<file path="src/rtl/alu_sequencer_pkg.sv">
// Shared types for the execute-stage alu sequencer: opcodes, operands,
// exception codes, sequencer states and the divide-class opcode test.
package alu_sequencer_pkg;

  typedef logic [63:0] quad_t;

  typedef enum logic [3:0] {
    ADD  = 4'd0,
    ADC  = 4'd1,
    SUB  = 4'd2,
    SBC  = 4'd3,
    AND  = 4'd4,
    OR   = 4'd5,
    XOR  = 4'd6,
    SHL  = 4'd7,
    SHR  = 4'd8,
    MUL  = 4'd9,
    DIV  = 4'd10,
    ADIV = 4'd11,
    MOD  = 4'd12,
    AMOD = 4'd13
  } opcode_t;

  typedef enum logic [1:0] {
    NONE           = 2'd0,
    DIVIDE_BY_ZERO = 2'd1
  } exception_t;

  typedef enum logic [1:0] {
    IDLE = 2'd0,
    EXEC = 2'd1,
    WB   = 2'd2,
    TRAP = 2'd3
  } seq_state_t;

  // Hold counter width; covers DIV_CYCLES up to 16 (counter loads DIV_CYCLES-1).
  localparam int CNT_W = 4;

  function automatic logic is_div_op(input opcode_t op);
    return (op == DIV) || (op == ADIV) || (op == MOD) || (op == AMOD);
  endfunction

endpackage

</file>
<file path="src/rtl/alu_sequencer_if.sv">
// Bundles the op-in, alu, writeback, flag and trap signals of the sequencer.
// slave is the sequencer's view; master is the surrounding pipeline's view.
interface alu_sequencer_if #(
  parameter int REG_ADDR_W = 5
) ();

  logic                              in_valid;
  logic                              in_ready;
  alu_sequencer_pkg::opcode_t        in_op;
  alu_sequencer_pkg::quad_t          in_a;
  alu_sequencer_pkg::quad_t          in_b;
  logic [REG_ADDR_W-1:0]             in_rd;

  alu_sequencer_pkg::opcode_t        alu_op;
  logic                              alu_carry;
  alu_sequencer_pkg::quad_t          alu_a;
  alu_sequencer_pkg::quad_t          alu_b;
  alu_sequencer_pkg::quad_t          alu_result;
  logic                              alu_c;
  logic                              alu_z;
  logic                              alu_n;
  alu_sequencer_pkg::exception_t     alu_exc;

  logic                              wb_valid;
  logic                              wb_ready;
  logic [REG_ADDR_W-1:0]             wb_rd;
  alu_sequencer_pkg::quad_t          wb_data;

  logic                              flag_c;
  logic                              flag_z;
  logic                              flag_n;

  logic                              trap_valid;
  alu_sequencer_pkg::exception_t     trap_cause;
  logic                              trap_ack;

  modport slave (
    input  in_valid, in_op, in_a, in_b, in_rd,
    output in_ready,
    output alu_op, alu_carry, alu_a, alu_b,
    input  alu_result, alu_c, alu_z, alu_n, alu_exc,
    output wb_valid, wb_rd, wb_data,
    input  wb_ready,
    output flag_c, flag_z, flag_n,
    output trap_valid, trap_cause,
    input  trap_ack
  );

  modport master (
    output in_valid, in_op, in_a, in_b, in_rd,
    input  in_ready,
    input  alu_op, alu_carry, alu_a, alu_b,
    output alu_result, alu_c, alu_z, alu_n, alu_exc,
    input  wb_valid, wb_rd, wb_data,
    output wb_ready,
    input  flag_c, flag_z, flag_n,
    input  trap_valid, trap_cause,
    output trap_ack
  );

endinterface

</file>
<file path="src/rtl/alu_sequencer.sv">
// Execute-stage controller: holds an accepted op on the sibling alu's ports,
// then hands the result to writeback (updating C/Z/N) or raises a trap.
module alu_sequencer
  import alu_sequencer_pkg::*;
#(
  parameter int DIV_CYCLES = 4,
  parameter int REG_ADDR_W = 5
) (
  input  logic           clk,
  input  logic           rst_n,
  alu_sequencer_if.slave bus
);

  seq_state_t            state_q,   state_d;
  logic [CNT_W-1:0]      cnt_q,     cnt_d;
  opcode_t               op_q,      op_d;
  quad_t                 a_q,       a_d;
  quad_t                 b_q,       b_d;
  logic                  carry_q,   carry_d;
  logic [REG_ADDR_W-1:0] rd_q,      rd_d;
  quad_t                 wb_data_q, wb_data_d;
  logic [REG_ADDR_W-1:0] wb_rd_q,   wb_rd_d;
  logic                  flag_c_q,  flag_c_d;
  logic                  flag_z_q,  flag_z_d;
  logic                  flag_n_q,  flag_n_d;
  exception_t            cause_q,   cause_d;

  logic                  in_ready_c;
  logic                  accept;

  localparam logic [CNT_W-1:0] DIV_HOLD = CNT_W'(DIV_CYCLES - 1);

  // NOTE: every signal written here gets its default first, so no path can
  // leave one unassigned and infer a latch.
  always_comb begin
    state_d    = state_q;
    cnt_d      = cnt_q;
    op_d       = op_q;
    a_d        = a_q;
    b_d        = b_q;
    carry_d    = carry_q;
    rd_d       = rd_q;
    wb_data_d  = wb_data_q;
    wb_rd_d    = wb_rd_q;
    flag_c_d   = flag_c_q;
    flag_z_d   = flag_z_q;
    flag_n_d   = flag_n_q;
    cause_d    = cause_q;
    in_ready_c = 1'b0;
    accept     = 1'b0;

    unique case (state_q)
      IDLE: begin
        in_ready_c = 1'b1;
        if (bus.in_valid) begin
          accept  = 1'b1;
          state_d = EXEC;
        end
      end

      EXEC: begin
        if (cnt_q != '0) begin
          cnt_d = cnt_q - 1'b1;
        end else if (bus.alu_exc != NONE) begin
          cause_d = bus.alu_exc;
          state_d = TRAP;
        end else begin
          wb_data_d = bus.alu_result;
          wb_rd_d   = rd_q;
          flag_c_d  = bus.alu_c;
          flag_z_d  = bus.alu_z;
          flag_n_d  = bus.alu_n;
          state_d   = WB;
        end
      end

      WB: begin
        // Accepting while the writeback drains keeps back-to-back ops at 2 cycles.
        in_ready_c = bus.wb_ready;
        if (bus.wb_ready) begin
          if (bus.in_valid) begin
            accept  = 1'b1;
            state_d = EXEC;
          end else begin
            state_d = IDLE;
          end
        end
      end

      TRAP: begin
        if (bus.trap_ack) state_d = IDLE;
      end

      default: state_d = IDLE;
    endcase

    // The carry operand is the flag as it stands now: the previous op's
    // flags were committed on its EXEC exit edge, before this acceptance.
    if (accept) begin
      op_d    = bus.in_op;
      a_d     = bus.in_a;
      b_d     = bus.in_b;
      rd_d    = bus.in_rd;
      carry_d = flag_c_q;
      cnt_d   = is_div_op(bus.in_op) ? DIV_HOLD : '0;
    end
  end

  // NOTE: operand and result registers are reset too, because their values
  // are visible on the alu and writeback ports while rst_n is low.
  always_ff @(posedge clk or negedge rst_n) begin
    if (!rst_n) begin
      state_q   <= IDLE;
      cnt_q     <= '0;
      op_q      <= opcode_t'('0);
      a_q       <= '0;
      b_q       <= '0;
      carry_q   <= 1'b0;
      rd_q      <= '0;
      wb_data_q <= '0;
      wb_rd_q   <= '0;
      flag_c_q  <= 1'b0;
      flag_z_q  <= 1'b0;
      flag_n_q  <= 1'b0;
      cause_q   <= NONE;
    end else begin
      state_q   <= state_d;
      cnt_q     <= cnt_d;
      op_q      <= op_d;
      a_q       <= a_d;
      b_q       <= b_d;
      carry_q   <= carry_d;
      rd_q      <= rd_d;
      wb_data_q <= wb_data_d;
      wb_rd_q   <= wb_rd_d;
      flag_c_q  <= flag_c_d;
      flag_z_q  <= flag_z_d;
      flag_n_q  <= flag_n_d;
      cause_q   <= cause_d;
    end
  end

  // The reset state is IDLE, so ready is masked to stay low while in reset.
  assign bus.in_ready   = in_ready_c & rst_n;

  assign bus.alu_op     = op_q;
  assign bus.alu_a      = a_q;
  assign bus.alu_b      = b_q;
  assign bus.alu_carry  = carry_q;

  assign bus.wb_valid   = (state_q == WB);
  assign bus.wb_data    = wb_data_q;
  assign bus.wb_rd      = wb_rd_q;

  assign bus.flag_c     = flag_c_q;
  assign bus.flag_z     = flag_z_q;
  assign bus.flag_n     = flag_n_q;

  assign bus.trap_valid = (state_q == TRAP);
  assign bus.trap_cause = cause_q;

endmodule

</file>
<file path="src/flat_wrapper.sv">
// flat-port wrapper written by rule: the top's interface ports become plain ports
module alu_sequencer_flat import alu_sequencer_pkg::*;
#(
  parameter int DIV_CYCLES = 4,
  parameter int REG_ADDR_W = 5
)
  (clk, rst_n, bus_in_valid, bus_in_op, bus_in_a, bus_in_b, bus_in_rd, bus_in_ready, bus_alu_op, bus_alu_carry, bus_alu_a, bus_alu_b, bus_alu_result, bus_alu_c, bus_alu_z, bus_alu_n, bus_alu_exc, bus_wb_valid, bus_wb_rd, bus_wb_data, bus_wb_ready, bus_flag_c, bus_flag_z, bus_flag_n, bus_trap_valid, bus_trap_cause, bus_trap_ack);
  alu_sequencer_if #(.REG_ADDR_W(REG_ADDR_W)) bus_i ();
  input  logic clk;
  input  logic rst_n;
  input wire logic [$bits(bus_i.in_valid)-1:0] bus_in_valid;
  input wire logic [$bits(bus_i.in_op)-1:0] bus_in_op;
  input wire logic [$bits(bus_i.in_a)-1:0] bus_in_a;
  input wire logic [$bits(bus_i.in_b)-1:0] bus_in_b;
  input wire logic [$bits(bus_i.in_rd)-1:0] bus_in_rd;
  output wire logic [$bits(bus_i.in_ready)-1:0] bus_in_ready;
  output wire logic [$bits(bus_i.alu_op)-1:0] bus_alu_op;
  output wire logic [$bits(bus_i.alu_carry)-1:0] bus_alu_carry;
  output wire logic [$bits(bus_i.alu_a)-1:0] bus_alu_a;
  output wire logic [$bits(bus_i.alu_b)-1:0] bus_alu_b;
  input wire logic [$bits(bus_i.alu_result)-1:0] bus_alu_result;
  input wire logic [$bits(bus_i.alu_c)-1:0] bus_alu_c;
  input wire logic [$bits(bus_i.alu_z)-1:0] bus_alu_z;
  input wire logic [$bits(bus_i.alu_n)-1:0] bus_alu_n;
  input wire logic [$bits(bus_i.alu_exc)-1:0] bus_alu_exc;
  output wire logic [$bits(bus_i.wb_valid)-1:0] bus_wb_valid;
  output wire logic [$bits(bus_i.wb_rd)-1:0] bus_wb_rd;
  output wire logic [$bits(bus_i.wb_data)-1:0] bus_wb_data;
  input wire logic [$bits(bus_i.wb_ready)-1:0] bus_wb_ready;
  output wire logic [$bits(bus_i.flag_c)-1:0] bus_flag_c;
  output wire logic [$bits(bus_i.flag_z)-1:0] bus_flag_z;
  output wire logic [$bits(bus_i.flag_n)-1:0] bus_flag_n;
  output wire logic [$bits(bus_i.trap_valid)-1:0] bus_trap_valid;
  output wire logic [$bits(bus_i.trap_cause)-1:0] bus_trap_cause;
  input wire logic [$bits(bus_i.trap_ack)-1:0] bus_trap_ack;
  assign bus_i.in_valid = bus_in_valid;
  assign bus_i.in_op = bus_in_op;
  assign bus_i.in_a = bus_in_a;
  assign bus_i.in_b = bus_in_b;
  assign bus_i.in_rd = bus_in_rd;
  assign bus_in_ready = bus_i.in_ready;
  assign bus_alu_op = bus_i.alu_op;
  assign bus_alu_carry = bus_i.alu_carry;
  assign bus_alu_a = bus_i.alu_a;
  assign bus_alu_b = bus_i.alu_b;
  assign bus_i.alu_result = bus_alu_result;
  assign bus_i.alu_c = bus_alu_c;
  assign bus_i.alu_z = bus_alu_z;
  assign bus_i.alu_n = bus_alu_n;
  assign bus_i.alu_exc = bus_alu_exc;
  assign bus_wb_valid = bus_i.wb_valid;
  assign bus_wb_rd = bus_i.wb_rd;
  assign bus_wb_data = bus_i.wb_data;
  assign bus_i.wb_ready = bus_wb_ready;
  assign bus_flag_c = bus_i.flag_c;
  assign bus_flag_z = bus_i.flag_z;
  assign bus_flag_n = bus_i.flag_n;
  assign bus_trap_valid = bus_i.trap_valid;
  assign bus_trap_cause = bus_i.trap_cause;
  assign bus_i.trap_ack = bus_trap_ack;
  alu_sequencer #(.DIV_CYCLES(DIV_CYCLES), .REG_ADDR_W(REG_ADDR_W)) u_core (.clk(clk), .rst_n(rst_n), .bus(bus_i));
endmodule
</file>
<file path="config.mk">
export PLATFORM = sky130hd
export DESIGN_NAME = alu_sequencer_flat
export DESIGN_NICKNAME = d
export VERILOG_FILES = /design/src/rtl/alu_sequencer_pkg.sv /design/src/rtl/alu_sequencer_if.sv /design/src/rtl/alu_sequencer.sv /design/src/flat_wrapper.sv
export SDC_FILE = /design/constraint.sdc
export NUM_CORES = 1
export LEC_CHECK = 0
export CAP_MARGIN = 20
export CORE_AREA = 8 8 156 158
export CTS_CLUSTER_DIAMETER = 200
export DETAILED_ROUTE_END_ITERATION = 16
export DIE_AREA = 0 0 164 166
export MAX_ROUTING_LAYER = met4
export PLACE_DENSITY_LB_ADDON = 0.2
export SETUP_SLACK_MARGIN = 0.3
export SLEW_MARGIN = 25
export SYNTH_ARGS = -nofsm -noshare
export SYNTH_HDL_FRONTEND = slang
export SYNTH_SLANG_ARGS = --single-unit
</file>
<file path="constraint.sdc">
create_clock -name clk -period 3 [get_ports clk]
set_clock_uncertainty 0.1 [all_clocks]
set_input_delay 0.75 -clock clk [delete_from_list [all_inputs] [get_ports clk]]
set_output_delay 0.75 -clock clk [all_outputs]
set_load 0.01 [all_outputs]
</file>
Yosys cells after proc, flatten, opt, wreduce, memory -nomap -nowiden

Cells that the tools add are included.

$add $sub $neg: 1
Eq/ne operators: 11
Muxes and demuxes: 15
Bitwise gates (word level): 3
Reduce and logical (&&, ||, !) cells: 12

Operator list:

| operator            | count |
|---|---|
| $eq 4x4->1 const B  | 4 |
| $mux 4              | 3 |
| $mux 2              | 5 |
| $pmux 2 s4          | 1 |
| $reduce_and 3->1    | 2 |
| $reduce_bool 2->1   | 3 |
| $eq 2x2->1 const B  | 2 |
| $mux 1              | 4 |
| $ne 2x1->1 const B  | 2 |
| $ne 2x2->1 const B  | 2 |
| $pmux 1 s2          | 2 |
| $reduce_and 4->1    | 1 |
| $reduce_bool 4->1   | 1 |
| $sub 4x1->4 const B | 1 |
| $logic_or 1x1->1    | 3 |
| $eq 2x1->1 const B  | 1 |
| $logic_not 2->1     | 1 |
| $not 1->1           | 2 |
| $reduce_and 2->1    | 1 |
| $and 1x1->1         | 1 |

Flip-flop bits (word level): 218
Input port bits: 211
Word-level logic and storage cells: 55

Depth between registers and ports, before layout

Word-level depth: 6
Mapped depth: 8
Gate-level depth less buffers: 5

Least setup slack after synthesis

No wires, ideal clock.

Path kind: reg-to-reg
From: reg u_core.cnt_q[0]
To: reg u_core.flag_c_q (netlist: u_core.bus.flag_c)
Library setup time: 0.125 ns
Data arrival time: 2.165 ns
Required time: 2.775 ns
Path slack: 0.610 ns
Stages on the path, launching flop included: 9
Period minus slack after synthesis: 2.390 ns
Cell sequence: dfrtp_1 inv_1 ha_1 or3b_1 buf_6 or4_4 buf_12 buf_12 mux2_4

Cells in the longest elaborated chain, start to end: 3

RTL lines:

| what                              | line                 | RTL |
|---|---|---|
| from (decl)                       | alu_sequencer.sv:15  | `logic [CNT_W-1:0] cnt_q, cnt_d;` |
| from (signal assigned)            | alu_sequencer.sv:128 | `cnt_q <= cnt_d;` |
| $reduce_bool 4->1                 | alu_sequencer.sv:62  | `if (cnt_q != '0) begin` |
| $not 1->1 (no source line)        | --                   |  |
| $reduce_and 3->1 (no source line) | --                   |  |
| to (signal assigned)              | alu_sequencer.sv:136 | `flag_c_q <= flag_c_d;` |
| to (decl)                         | alu_sequencer.sv:23  | `logic flag_c_q, flag_c_d;` |

Every way passes these cells.
A chain may end at the register's enable or synchronous reset.

Worst setup path after layout

From: reg u_core.state_q[1]
To: out bus_wb_valid

Cells in the longest elaborated chain, start to end: 1

RTL lines:

| what                   | line                 | RTL |
|---|---|---|
| from (decl)            | alu_sequencer.sv:14  | `seq_state_t state_q, state_d;` |
| from (signal assigned) | alu_sequencer.sv:127 | `state_q <= state_d;` |
| $eq 2x2->1             | alu_sequencer.sv:151 | `assign bus.wb_valid = (state_q == WB);` |
| to (decl)              | flat_wrapper.sv:26   | `output wire logic [$bits(bus_i.wb_valid)-1:0] bus_wb_valid;` |

Every way passes these cells.

==> summary.md <==
| Metric | Value |
|---|---|
| Initial Utilization | `0.389` |
| Fin. Hold Viols | `0` |
| I/O pins | `421` |
| Pwr Density | `1070 nW/um^2` |
| Combinational power share | `0.449` |
| Post-CTS setup buffer count | `0` |
| Multi-input gate area | `2920 sq um` |
| Largest net degree at the start of global routing | `123` |
| Cts hold-fix bufs | `0` |
| RSZ-0062 raised after global routing | `false` |
| Vias in the first global route | `6503` |
| Die area | `27200 sq um` |
| CTS Root Cell | `clkbuf_16` |
| Final TNS setup | `0 ns` |
| Avg Vias per Cell | `4.64` |
| Post-Syn Area | `8600 sq um` |
| Switching power | `4.44 mW` |
| Die width | `164 um` |
| Maximum fanout along the worst path | `8` |
| Max-cap violation count | `0` |
| Clock transition at path regs | `0.06 ns` |
| Cell Int Power | `10.5 mW` |
| Register area | `5460 sq um` |
| Clk pwr share | `0.199` |
| Outcome | `finished, final reports clean` |
| Crit path DAT | `1.76 ns` |
| Crit. End Element | `primary output` |
| Core Footprint | `22100 sq um` |
| Critical path launch point type | `flip-flop` |
| Fmax achieved | `383 MHz` |
| Tcrit/Tclk final | `0.870` |
| Final Slew Violations | `0` |
| CTS tree | `done` |
| Initial antenna violation count | `3` |
| Max IR drop VDD | `0.655 mV` |
| Worst Path Required | `2.15 ns` |
| Crit path largest cell delay | `0.58 ns` |
| Sink Count | `218` |
| Grt peak-use layer | `met2` |
| Register area share after synthesis | `0.634` |
| Syn nets | `710` |
| DR iter-0 viols | `225` |
| Nets | `1151` |
| Seq pwr share | `0.352` |
| Crit path kind | `reg2out` |
| Clock Tree Buf Depth | `3` |
| Worst skew pair latency | `0.52 ns` |
| Post-synthesis cell type count | `30` |
| DRT antenna net count | `0` |
| Final GP Congestion | `0.777` |
| Crit-path cells | `nor2b_1 -> clkdlybuf4s50_1` |
| Crit path max-delay cell type | `clkdlybuf4s50_1` |
| H-Tree Level Count | `1` |
| DR vias | `5786` |
| HPWL after DPL | `20300 um` |
| Met3 Usage GRT | `0.0612` |
| Synth Register Bits | `218` |
| Total CTS buffers | `26` |
| Measured slew at the worst slew-check pin | `0.892 ns` |
| Mapped Avg Cell Area | `17.3 sq um` |
| Wire per inst | `21.1 um` |
| First-pass GRT wire length | `39800 um` |
| Dpl ws | `0.126 ns` |
| Met1 usage in global routing | `0.211` |
| Leak | `6.18 nW` |
| Area Overhead vs Synth | `62.4%` |
| DRC viols | `0` |
| Syn Inst Count | `497` |
| Endpoints failing setup | `0` |
| Port Buf Inserts | `420` |
| Synth Warn # | `0` |
| Detailed Route WL | `26400 um` |
| Fillers | `1682` |
| Die Ht | `166 um` |
| Final worst slack | `0.390 ns` |
| Final worst path period need | `2.61 ns` |
| Switch share | `0.297` |
| Pre-antenna DRT Iters | `4` |
| # rows | `55` |
| GR Util All Layers | `0.196` |
| Layout cell share with drive strength beyond 1 | `0.283` |
| Worst slew margin | `0.405` |
| Hold WC Path Type | `in2async` |
| Global Route met2 Usage | `0.335` |
| Total gr overflow | `0` |
## registers in the layout, indices dropped and copies added, names as in the netlist, 2 cells and up
register               count
u_core.bus.wb_data        64
u_core.bus.alu_a          64
u_core.bus.wb_rd           5
u_core.cnt_q               4
u_core.bus.trap_cause      2
u_core.bus.alu_op          4
u_core.rd_q                5
u_core.state_q             2
u_core.bus.alu_b          64
## final cells by class
| cell class | instances | share of cell area |
|---|---|---|
| clock inverters | 7 | 0.00376 |
| inverters | 4 | 0.00107 |
| well taps | 285 | 0.0255 |
| diodes | 3 | 0.000537 |
| clock buffers | 41 | 0.0549 |
| repair buffers | 437 | 0.315 |
| flip-flops and latches | 218 | 0.391 |
| multi-input cells | 251 | 0.209 |
## critical path: cells and delay by family, from the launching register on
kind                   cells  cell delay (ns)
DFF                        1             0.46
and+or+nand+nor            1             0.21
buffers and inverters      1             0.58
## cells in the mapped netlist
cell      count  area (sq um)
buf_6         1          11.3
or4_4         1          11.3
nor2_1        2          7.51
buf_1         1          3.75
mux2_4       70          1050
o31ai_1       1          7.51
o21ai_0       3          15.0
inv_1         4          15.0
nand4_1       1          6.26
buf_12        8           160
or3b_1        1          8.76
a221o_1       1          10.0
nor3b_1       2          15.0
o221ai_1      1          8.76
dfrtp_1     218          5460
nor4_1        1          6.26
mux2i_1       2          20.0
nor2b_1       4          25.0
xor2_1        1          8.76
and3_2        1          7.51
nand3_1       6          30.0
nand2_1       3          11.3
nor3_1        1          5.00
clkbuf_1     14          52.6
a21oi_1       1          5.00
mux2_2      140          1580
a22o_1        2          17.5
nand2b_1      3          18.8
and2_1        1          6.26
ha_1          2          25.0
## power by group through the flow
| stage | clock network [mW] | logic, mW | registers [mW] |
|---|---|---|---|
| after global routing | 3.19 | 7.11 | 5.45 |
| after global placement | 0 | 6.74 | 5.22 |
| after detailed placement | 0 | 6.80 | 5.28 |
| after floorplan | 0 | 2.22 | 5.87 |
| after CTS | 3.07 | 6.83 | 5.26 |
| final | 2.97 | 6.70 | 5.26 |
## cell usage in the layout, fill, tap and decap left out, drive strengths merged, types with 2 or more instances in the layout
cell and n:
clkdlybuf4s50 418, dfrtp 218, mux2 210, clkbuf 41
buf 18, nand3 6, clkinv 6, inv 5
nor2b 4, diode 3, nand2b 3, o21ai 3
nand2 3, mux2i 2, nor2 2, a22o 2
ha 2, nor3b 2
## logic make-up after synthesis
| group | after synthesis | share of synthesized area |
|---|---|---|
| flops | 218 | 0.634 |
| compound gates | 9 | 0.00742 |
| fa+ha+maj | 2 | 0.00291 |
| mux | 212 | 0.308 |
| simple gates | 27 | 0.0185 |
| xor+xnor | 1 | 0.00102 |
| buf+inv | 28 | 0.0282 |
## what timing repair did
action                                  4_1_cts  5_1_grt
gates resized for setup                       1        1
endpoints found under the setup margin        1       34
endpoints found under the hold margin         0        0
pin swaps                                     0        1
## metal layers
layer	routed length, um	share of wire	up-vias
met5	0	0	-
met4	696	0.026	0
met3	2320	0.088	43
met2	13700	0.52	237
met1	9650	0.37	2860
li1	-	-	2646
## per-stage QoR
step	hold slack, ns	instances	total power [mW]	instance area, sq um	util
5_1_grt	0.179	1246	15.7	14000	0.632
3_3_place_gp	0.382	1195	12.0	13100	0.595
2_1_floorplan	0.354	497	8.09	8600	-
3_5_place_dp	0.387	1195	12.1	13100	0.595
4_1_cts	0.145	1243	15.2	14000	0.632
6_report	0.151	1246	14.9	14000	0.632
## path summary, 6_finish.rpt
check                                          start                     end  slack (ns)  cells after the start
min in group clk                u_core.bus.alu_a[22]    u_core.bus.alu_a[22]        0.40                      1
worst min register to register  u_core.bus.alu_a[22]    u_core.bus.alu_a[22]        0.40                      1
worst min-delay path                           rst_n     u_core.bus.wb_rd[4]        0.15                      2
max in group asynchronous                      rst_n  u_core.bus.wb_data[35]        1.41                      3
worst max-delay path               u_core.state_q[1]            bus_wb_valid        0.39                      2
worst max register to register       u_core.cnt_q[0]  u_core.bus.wb_data[35]        0.44                      6
No activity file was read; power rests on OpenSTA's default activity.
